File: src/rtl/alu_sequencer.sv
// -----------------------------------------------------------------------------
// alu_sequencer
//
// Queues operation requests and issues them one at a time to a downstream
// combinational ALU. Each issued operation holds its operands on the ALU
// inputs for SETTLE_CYCLES edges, then captures the ALU result and error flag
// and presents them on a valid/ready result port until taken.
//
// Parameters
//   SETTLE_CYCLES  edges operands are held before result capture (1..15)
//   FIFO_DEPTH     operation queue entries (power of two, 2..16)
//
// Ports
//   clk, rst_n                 clock, asynchronous active-low reset
//   opValid/opReady            operation request handshake (opReady = not full)
//   opA, opB, opCmd            requested operands and command code
//   aluA, aluB, aluCmd         registered drive to the downstream ALU
//   aluResult, aluError        ALU result and overflow flag
//   resValid/resReady          result handshake
//   resData, resError, resCmd  captured result, error flag, echoed command
//   busy                       FSM not idle or queue non-empty
//   stickyError                accumulated error status
//
// Build option
//   ALU_SEQ_STICKY_ERR_EN  when defined, stickyError sets on every result
//                          transfer that carries resError and clears only on
//                          reset; when undefined stickyError is tied low.
// -----------------------------------------------------------------------------
module alu_sequencer #(
    parameter int SETTLE_CYCLES = 2,
    parameter int FIFO_DEPTH    = 4
) (
    input  logic        clk,
    input  logic        rst_n,
    input  logic        opValid,
    output logic        opReady,
    input  logic [15:0] opA,
    input  logic [15:0] opB,
    input  logic [3:0]  opCmd,
    output logic [15:0] aluA,
    output logic [15:0] aluB,
    output logic [3:0]  aluCmd,
    input  logic [31:0] aluResult,
    input  logic        aluError,
    output logic        resValid,
    input  logic        resReady,
    output logic [31:0] resData,
    output logic        resError,
    output logic [3:0]  resCmd,
    output logic        busy,
    output logic        stickyError
);

    localparam int PTR_W = $clog2(FIFO_DEPTH);
    localparam int CNT_W = $clog2(FIFO_DEPTH + 1);
    localparam logic [CNT_W-1:0] CNT_FULL    = CNT_W'(FIFO_DEPTH);
    localparam logic [3:0]       SETTLE_LOAD = 4'(SETTLE_CYCLES - 1);

    // state  | meaning
    // IDLE   | no operation executing; pops the queue head when one exists
    // SETTLE | operands driven to the ALU, settle counter running down
    // DONE   | result captured and presented, waiting for resReady
    typedef enum logic [1:0] {
        IDLE   = 2'd0,
        SETTLE = 2'd1,
        DONE   = 2'd2
    } state_t;

    state_t state;
    state_t state_next;

    // Queue entry layout: {cmd[3:0], a[15:0], b[15:0]}
    logic [35:0]      fifo_mem [FIFO_DEPTH];
    logic [PTR_W-1:0] wr_ptr;
    logic [PTR_W-1:0] rd_ptr;
    logic [CNT_W-1:0] count;
    logic [CNT_W-1:0] count_next;
    logic [35:0]      head;

    logic [3:0] settle_cnt;
    logic       push;
    logic       pop;
    logic       capture;

    assign push       = opValid && opReady;
    assign head       = fifo_mem[rd_ptr];
    assign count_next = count + CNT_W'(push) - CNT_W'(pop);

    // -------------------------------------------------------------------------
    // FSM
    // -------------------------------------------------------------------------
    always_ff @(posedge clk or negedge rst_n) begin
        if (!rst_n) begin
            state <= IDLE;
        end else begin
            state <= state_next;
        end
    end

    always_comb begin
        state_next = state;
        pop        = 1'b0;
        capture    = 1'b0;
        case (state)
            IDLE: begin
                if (count != '0) begin
                    pop        = 1'b1;
                    state_next = SETTLE;
                end
            end
            SETTLE: begin
                if (settle_cnt == 4'd0) begin
                    capture    = 1'b1;
                    state_next = DONE;
                end
            end
            DONE: begin
                if (resReady) begin
                    state_next = IDLE;
                end
            end
            default: begin
                state_next = IDLE;
            end
        endcase
    end

    // -------------------------------------------------------------------------
    // Operation queue
    // -------------------------------------------------------------------------
    // Storage carries no reset: occupancy and pointers alone define validity.
    always_ff @(posedge clk) begin
        if (push) begin
            fifo_mem[wr_ptr] <= {opCmd, opA, opB};
        end
    end

    // opReady is a flop loaded from the next occupancy, so it reflects
    // not-full of the current count without any same-cycle path from pop.
    // It is held low through reset and rises on the first edge afterwards.
    always_ff @(posedge clk or negedge rst_n) begin
        if (!rst_n) begin
            wr_ptr  <= '0;
            rd_ptr  <= '0;
            count   <= '0;
            opReady <= 1'b0;
        end else begin
            if (push) begin
                wr_ptr <= wr_ptr + PTR_W'(1);
            end
            if (pop) begin
                rd_ptr <= rd_ptr + PTR_W'(1);
            end
            count   <= count_next;
            opReady <= (count_next != CNT_FULL);
        end
    end

    // -------------------------------------------------------------------------
    // ALU drive, settle timer and result capture
    // -------------------------------------------------------------------------
    // ALU operands change only on a pop, so they stay stable through SETTLE,
    // DONE and the following IDLE cycle.
    always_ff @(posedge clk or negedge rst_n) begin
        if (!rst_n) begin
            aluA       <= '0;
            aluB       <= '0;
            aluCmd     <= '0;
            settle_cnt <= '0;
            resData    <= '0;
            resError   <= 1'b0;
            resCmd     <= '0;
        end else begin
            if (pop) begin
                aluCmd     <= head[35:32];
                aluA       <= head[31:16];
                aluB       <= head[15:0];
                settle_cnt <= SETTLE_LOAD;
            end else if (state == SETTLE && settle_cnt != 4'd0) begin
                settle_cnt <= settle_cnt - 4'd1;
            end
            if (capture) begin
                resData  <= aluResult;
                resError <= aluError;
                resCmd   <= aluCmd;
            end
        end
    end

    assign resValid = (state == DONE);
    assign busy     = (state != IDLE) || (count != '0);

    // -------------------------------------------------------------------------
    // Sticky error status
    // -------------------------------------------------------------------------
`ifdef ALU_SEQ_STICKY_ERR_EN
    logic sticky_q;

    always_ff @(posedge clk or negedge rst_n) begin
        if (!rst_n) begin
            sticky_q <= 1'b0;
        end else if (state == DONE && resReady && resError) begin
            sticky_q <= 1'b1;
        end
    end

    assign stickyError = sticky_q;
`else
    assign stickyError = 1'b0;
`endif

endmodule

File: config.mk
export PLATFORM = sky130hd
export DESIGN_NAME = alu_sequencer
export DESIGN_NICKNAME = d
export VERILOG_FILES = /design/src/rtl/alu_sequencer.sv
export SDC_FILE = /design/constraint.sdc
export NUM_CORES = 1
export LEC_CHECK = 0
export BUFFER_PORTS_ARGS = -buffer_cell sky130_fd_sc_hd__buf_2
export CORE_AREA = 2 2 129 131
export CTS_CLUSTER_SIZE = 12
export DETAILED_ROUTE_END_ITERATION = 10
export DIE_AREA = 0 0 131 133
export PLACE_DENSITY = 0.79
export SYNTH_ARGS = -nofsm -noshare
export SYNTH_HDL_FRONTEND = slang
export SYNTH_SLANG_ARGS = --single-unit
File: constraint.sdc
create_clock -name clk -period 3.1 [get_ports clk]
set_input_delay 0.62 -clock clk [delete_from_list [all_inputs] [get_ports clk]]
set_output_delay 0.62 -clock clk [all_outputs]
set_load 0.01 [all_outputs]
# --- Yosys cells after proc, flatten, opt, wreduce, memory -nomap -nowiden ---
# Memory sizes are Yosys's and may differ from the RTL's. A register that Yosys moved wholly into a read port is not among the register bits.
# Cells that the tools add are included.
classes:
  n_addsub: 5
  n_eq_ne: 6
  mux: 12
  n_reduce_logical: 11
op_table:
  columns: ["operator", "count"]
  rows:
  - ["two-way mux 4 bit", 2]
  - ["two-way mux 1 bit", 6]
  - ["two-way mux 2 bit", 3]
  - ["case mux 2 bit (3 select lines)", 1]
  - ["adder 2 x 1 -> 2 bit (second input constant)", 2]
  - ["logical NOT 4 bit", 1]
  - ["!= test 2 bit (second input constant)", 2]
  - ["nonzero test 2 bit", 2]
  - ["nonzero test 4 bit", 1]
  - ["subtractor 4 x 1 -> 4 bit (second input constant)", 1]
  - ["adder 3 x 1 -> 3 bit", 1]
  - ["!= test 3 bit (second input constant)", 1]
  - ["AND reduction 3 bit", 1]
  - ["nonzero test 3 bit", 1]
  - ["subtractor 3 x 1 -> 3 bit", 1]
  - ["== test 2 x 1 -> 1 bit (second input constant)", 1]
  - ["== test 2 bit (second input constant)", 1]
  - ["logical AND 1 bit", 2]
  - ["logical NOT 2 bit", 1]
  - ["!= test 2 x 1 -> 1 bit (second input constant)", 1]
  - ["logical NOT 1 bit", 1]
  - ["logical OR 1 bit", 1]
word_totals:
  regBits: 51
  ramBits: 144
  in_bits: 73
  word_cells: 44
  n_memories: 1
memory_table:
  columns: ["memory", "words", "word_bits", "rd", "rd_clocked_by_memory_dff", "write_ports", "line_no", "rtl"]
  rows:
  - ["fifo_mem", 4, 36, 1, 1, 1, "73", "logic [35:0] fifo_mem [FIFO_DEPTH];"]

# --- Logic depth before layout (Yosys ltp) ---
depth:
  ltp_word: 5
  mapped_depth: 9
  ltp_nobuf: 8

# --- Worst setup path before layout ---
# OpenSTA, ideal clock, no wires.
synth_timing:
  path_kind: "register to register"
  start: "reg state[1]"
  end: "reg opReady"
  setup_ns: 0.125
  arrival_time_ns: 2.048
  setup_slack_ns: 0.927
  stages_incl_launch_ff: 10
  path_buffers: 1
  synth_period_minus_slack_ns: 2.173
  cell_sequence: "dfrtp_1 > or2_1 > nor2_1 > buf_4 > xnor2_1 > ha_1 > fa_1 > xor2_1 > xnor2_1 > nand2_1"
synth_between:
  elab_chain_len: 4
synth_lines:
  columns: ["element", "line_no", "rtl"]
  rows:
  - ["from (decl)", "69", "state_t state;"]
  - ["from (signal assigned)", "96", "state <= state_next;"]
  - ["logical NOT 2 bit", "104", "case (state)"]
  - ["two-way mux 1 bit", "104", null]
  - ["subtractor 3 x 1 -> 3 bit", "87", "assign count_next = count + CNT_W'(push) - CNT_W'(pop);"]
  - ["via count_next[2]", "77", "logic [CNT_W-1:0] count_next;"]
  - ["!= test 3 bit", "155", "opReady <= (count_next != CNT_FULL);"]
  - ["to (signal assigned)", "155", null]
  - ["to (decl)", "36", "output logic opReady,"]
# The timed path passes the listed nets, and every way through them passes these cells.
# A chain may end at the register's enable or synchronous reset.

# --- Worst setup path after layout ---
# Same ends and word-level chain as after synthesis.

==> run_results.csv <==
group,metric,value,unit
setup_path,reg2reg_to,"opReady$_DFF_PN0_",
setup_path,cpLargestDelayFamily,"simple AND/OR/NAND/NOR gates",
synth,synth_cell_types,33,
setup_path,path_class,"flip-flop to flip-flop",
setup_path,required,3.48,ns
synth,ys_async_sr_fraction,37.7,%
clock_tree,clkSinkCount,231,
outcome,run_status,"complete, no violations",
synth,synth_fa_ha_area_share,1.22,%
setup_path,timing.rr.start,"state[1]$_DFFE_PN0P_",
die,num_rows,47,
synth,yosysTopAreaCellShare,48.9,%
cells_and_area,nets,665,
synth,synth_top_area_cell,"edfxtp_1",
synth,synth_simple_gate_area_share,1.64,%
timing,timing.final.crit_period,2.38,ns
die,pin_count,150,
timing,grt_setup_unrepaired,"false",
synth,yosysWarnings,0,
die,die_w,131,µm
synth,synth.most_common_cell,"edfxtp_1",
place,place_congestion,0.709,
global_routing,grt_overflow,0,
setup_path,arrival,2.75,ns
setup_path,path_common_cell,"nand2_1",
global_routing,grt_max_degree,57,
die,core-area,16200,µm²
synth,synth-seq-cells,231,
timing,drv_slew,0,
synth,synth_common_cells,"edfxtp_1 (144), dfrtp_1 (87), mux2_2 (38)",
synth,synth.area.top_cells,"edfxtp_1 (49%), dfrtp_1 (25%), mux4_2 (7.4%), mux2_4 (4.9%), mux2_2 (4.8%)",
clock_tree,clk_latency,0.50,ns
timing,setup_tns,0,ns
setup_path,startpoint_type,"flip-flop",
synth,synth_edf_count,144,
power_and_ir_drop,powerDensity,1030,nW/µm²
timing,period_share,76.7,%
clock_tree,cts_setup_buffers,0,
cells_and_area,drive_gt1_share,48.9,%
power_and_ir_drop,ir_drop,0.000584,V
die,dieArea,17400,µm²
power_and_ir_drop,p_leak,4.20,nW
setup_path,max_stage_delay,0.43,ns
clock_tree,cts_made_buffers,23,
synth,synth_xor_area_share,0.594,%
die,die_h,133,µm
clock_tree,cts_buffer_depth,3,
die,start_util,54.7,%
timing,maxSlewHeadroom,36.3,%
timing,skew,0.0196,ns
setup_path,critPathSlowestCell,"fa_1",
cells_and_area,fillCellCount,1117,
run,maxCapViolCount,0,
global_routing,antenna_found_initial,3,
routing,drt_iter0_drc,253,
cells_and_area,area_growth,18.7,%
timing,worst_pin_slew,0.955,ns
global_routing,grt_pass1_vias,4673,
timing,setup_viol,0,
synth,synth_compound_area_share,0.495,%
routing,viasPerCell,5.33,
setup_path,path_buf_inv,1,
clock_tree,postCtsHoldBufs,0,
clock_tree,cts_resized,0,
synth,syn_inst,415,
place,dp_hpwl,10400,µm
cells_and_area,n_antenna_cell,0,
clock_tree,cts.clk_slew.worst_paths,0.06,ns
routing,firstDrtPassIters,4,
routing,vias,4380,
clock_tree,cts_htree_levels,1,
global_routing,grt_usage,18.5,%
synth,synth_flop_cell,"edfxtp_1",
routing,drtAntennaViolNets,0,
setup_path,crit_path_end_kind,"flip-flop",
timing,fmax,0.420,GHz
synth,syn-cell-area,8840,µm²
timing,hold_viol,0,
global_routing,grt_pass1_wl,24500,µm
synth,synthesis.nets,496,
setup_path,path_cells,"or2_1 > nor2_4 > buf_4 > nand2_1 > fa_1 > xor2_1 > xnor2_1 > nand2_1",
setup_path,reg2reg_depth,8,
clock_tree,tritoncts,"built",
setup_path,ff2ff_setup_slack,0.72,ns
setup_path,crit_fanout,22,
synth,synth_top_family_by_area,"multiplexers",
routing,drc_errors,0,
routing,routed_wirelength,15900,µm
synth,synth_mux_area_share,20.3,%
synth,syn_area_per_cell,21.3,µm²
hold_path,hold_class,"input pin to async pin",
clock_tree,ctsRootBufferMaster,"clkbuf_16",
routing,wl_per_cell,19.3,µm
place,port_buffers,148,
synth,seq_area_frac_synth,73.5,%
timing,whs,0.172,ns
[power by group]
group          internal [mW]  leakage, nW  switching, mW
Sequential              4.28         2.34          0.566
Combinational           1.95         1.54           1.58
Clock                   1.44        0.321           1.04
[flip-flops by register name, indices dropped and copies added (netlist names)]
register and count:
fifo_mem 144, count 3, settle_cnt 4, rd_ptr 2, resCmd 4, aluCmd 4
resData 32, aluA 16, state 2, aluB 16, resError 1, wr_ptr 2
opReady 1
[cell type report]
type / count / area [µm²] / area share [%]
timing repair buffer: 161 / 853 / 8.13
sequential: 231 / 6500 / 62.0
tap: 220 / 275 / 2.62
multi-input combinational: 160 / 2160 / 20.6
clock inverter: 1 / 8.76 / 0.0835
inverter: 7 / 26.3 / 0.250
clock buffer: 41 / 663 / 6.32
[cell families (layout without fill, tap and decap cells)]
logic type / after synthesis / after routing
and+or+nand+nor: 25 / 25
buffers and inverters: 24 / 210
DFF: 231 / 231
adders and majority gates: 8 / 8
other: 1 / 1
xor gates and xnor gates: 6 / 6
AOI/OAI and AO/OA: 8 / 8
muxes: 112 / 112
[metrics by stage]
| step | std cells | total power [mW] | instance area (µm²) | setup WS [ns] | utilization (%) |
|---|---|---|---|---|---|
| floorplan | 415 | 7.36 | 8840 | 0.927 | - |
| global placement | 779 | 8.30 | 9820 | 0.816 | 60.7 |
| detailed placement | 779 | 8.52 | 9820 | 0.716 | 60.7 |
| CTS | 821 | 11.0 | 10500 | 0.707 | 64.9 |
| global route | 821 | 11.5 | 10500 | 0.614 | 64.9 |
| finish | 821 | 10.9 | 10500 | 0.722 | 64.9 |
[worst max path at each step]
stage	start	to	cells past startpoint
floorplan	state[1]$_DFFE_PN0P_	opReady$_DFF_PN0_	9
global route	state[1]$_DFFE_PN0P_	opReady$_DFF_PN0_	8
CTS	state[1]$_DFFE_PN0P_	opReady$_DFF_PN0_	8
finish	state[1]$_DFFE_PN0P_	opReady$_DFF_PN0_	8
global placement	state[1]$_DFFE_PN0P_	opReady$_DFF_PN0_	8
detailed placement	state[1]$_DFFE_PN0P_	opReady$_DFF_PN0_	8
[per-layer routing]
layer  track usage (%)  wire (µm)  vias up
li1                  -          -     1952
met1              23.0       6250     2218
met2              32.6       8120      170
met3              4.08       1080       34
met4              5.38        361        6
met5                 0         35        -
[worst reg2reg max path, cell delays in order (launching register included)]
cell and delay [ns]:
dfrtp_1 0.42, or2_1 0.31, nor2_4 0.14, buf_4 0.40
nand2_1 0.14, fa_1 0.43, xor2_1 0.17, xnor2_1 0.19
nand2_1 0.07
[cells in the final DEF, fill, tap and decap left out, types with 3 or more instances in the layout]
master,n
ha_1,7
mux2_1,7
mux2_2,38
clkbuf_1,16
nand2b_1,3
clkbuf_16,23
inv_1,7
mux4_1,7
o21ai_0,5
xnor2_1,4
edfxtp_1,144
buf_4,13
buf_2,147
and3_2,4
nand2_1,5
nor3_1,3
mux4_2,29
mux2_4,29
dfrtp_1,85
No activity file was read; power rests on OpenSTA's default activity.
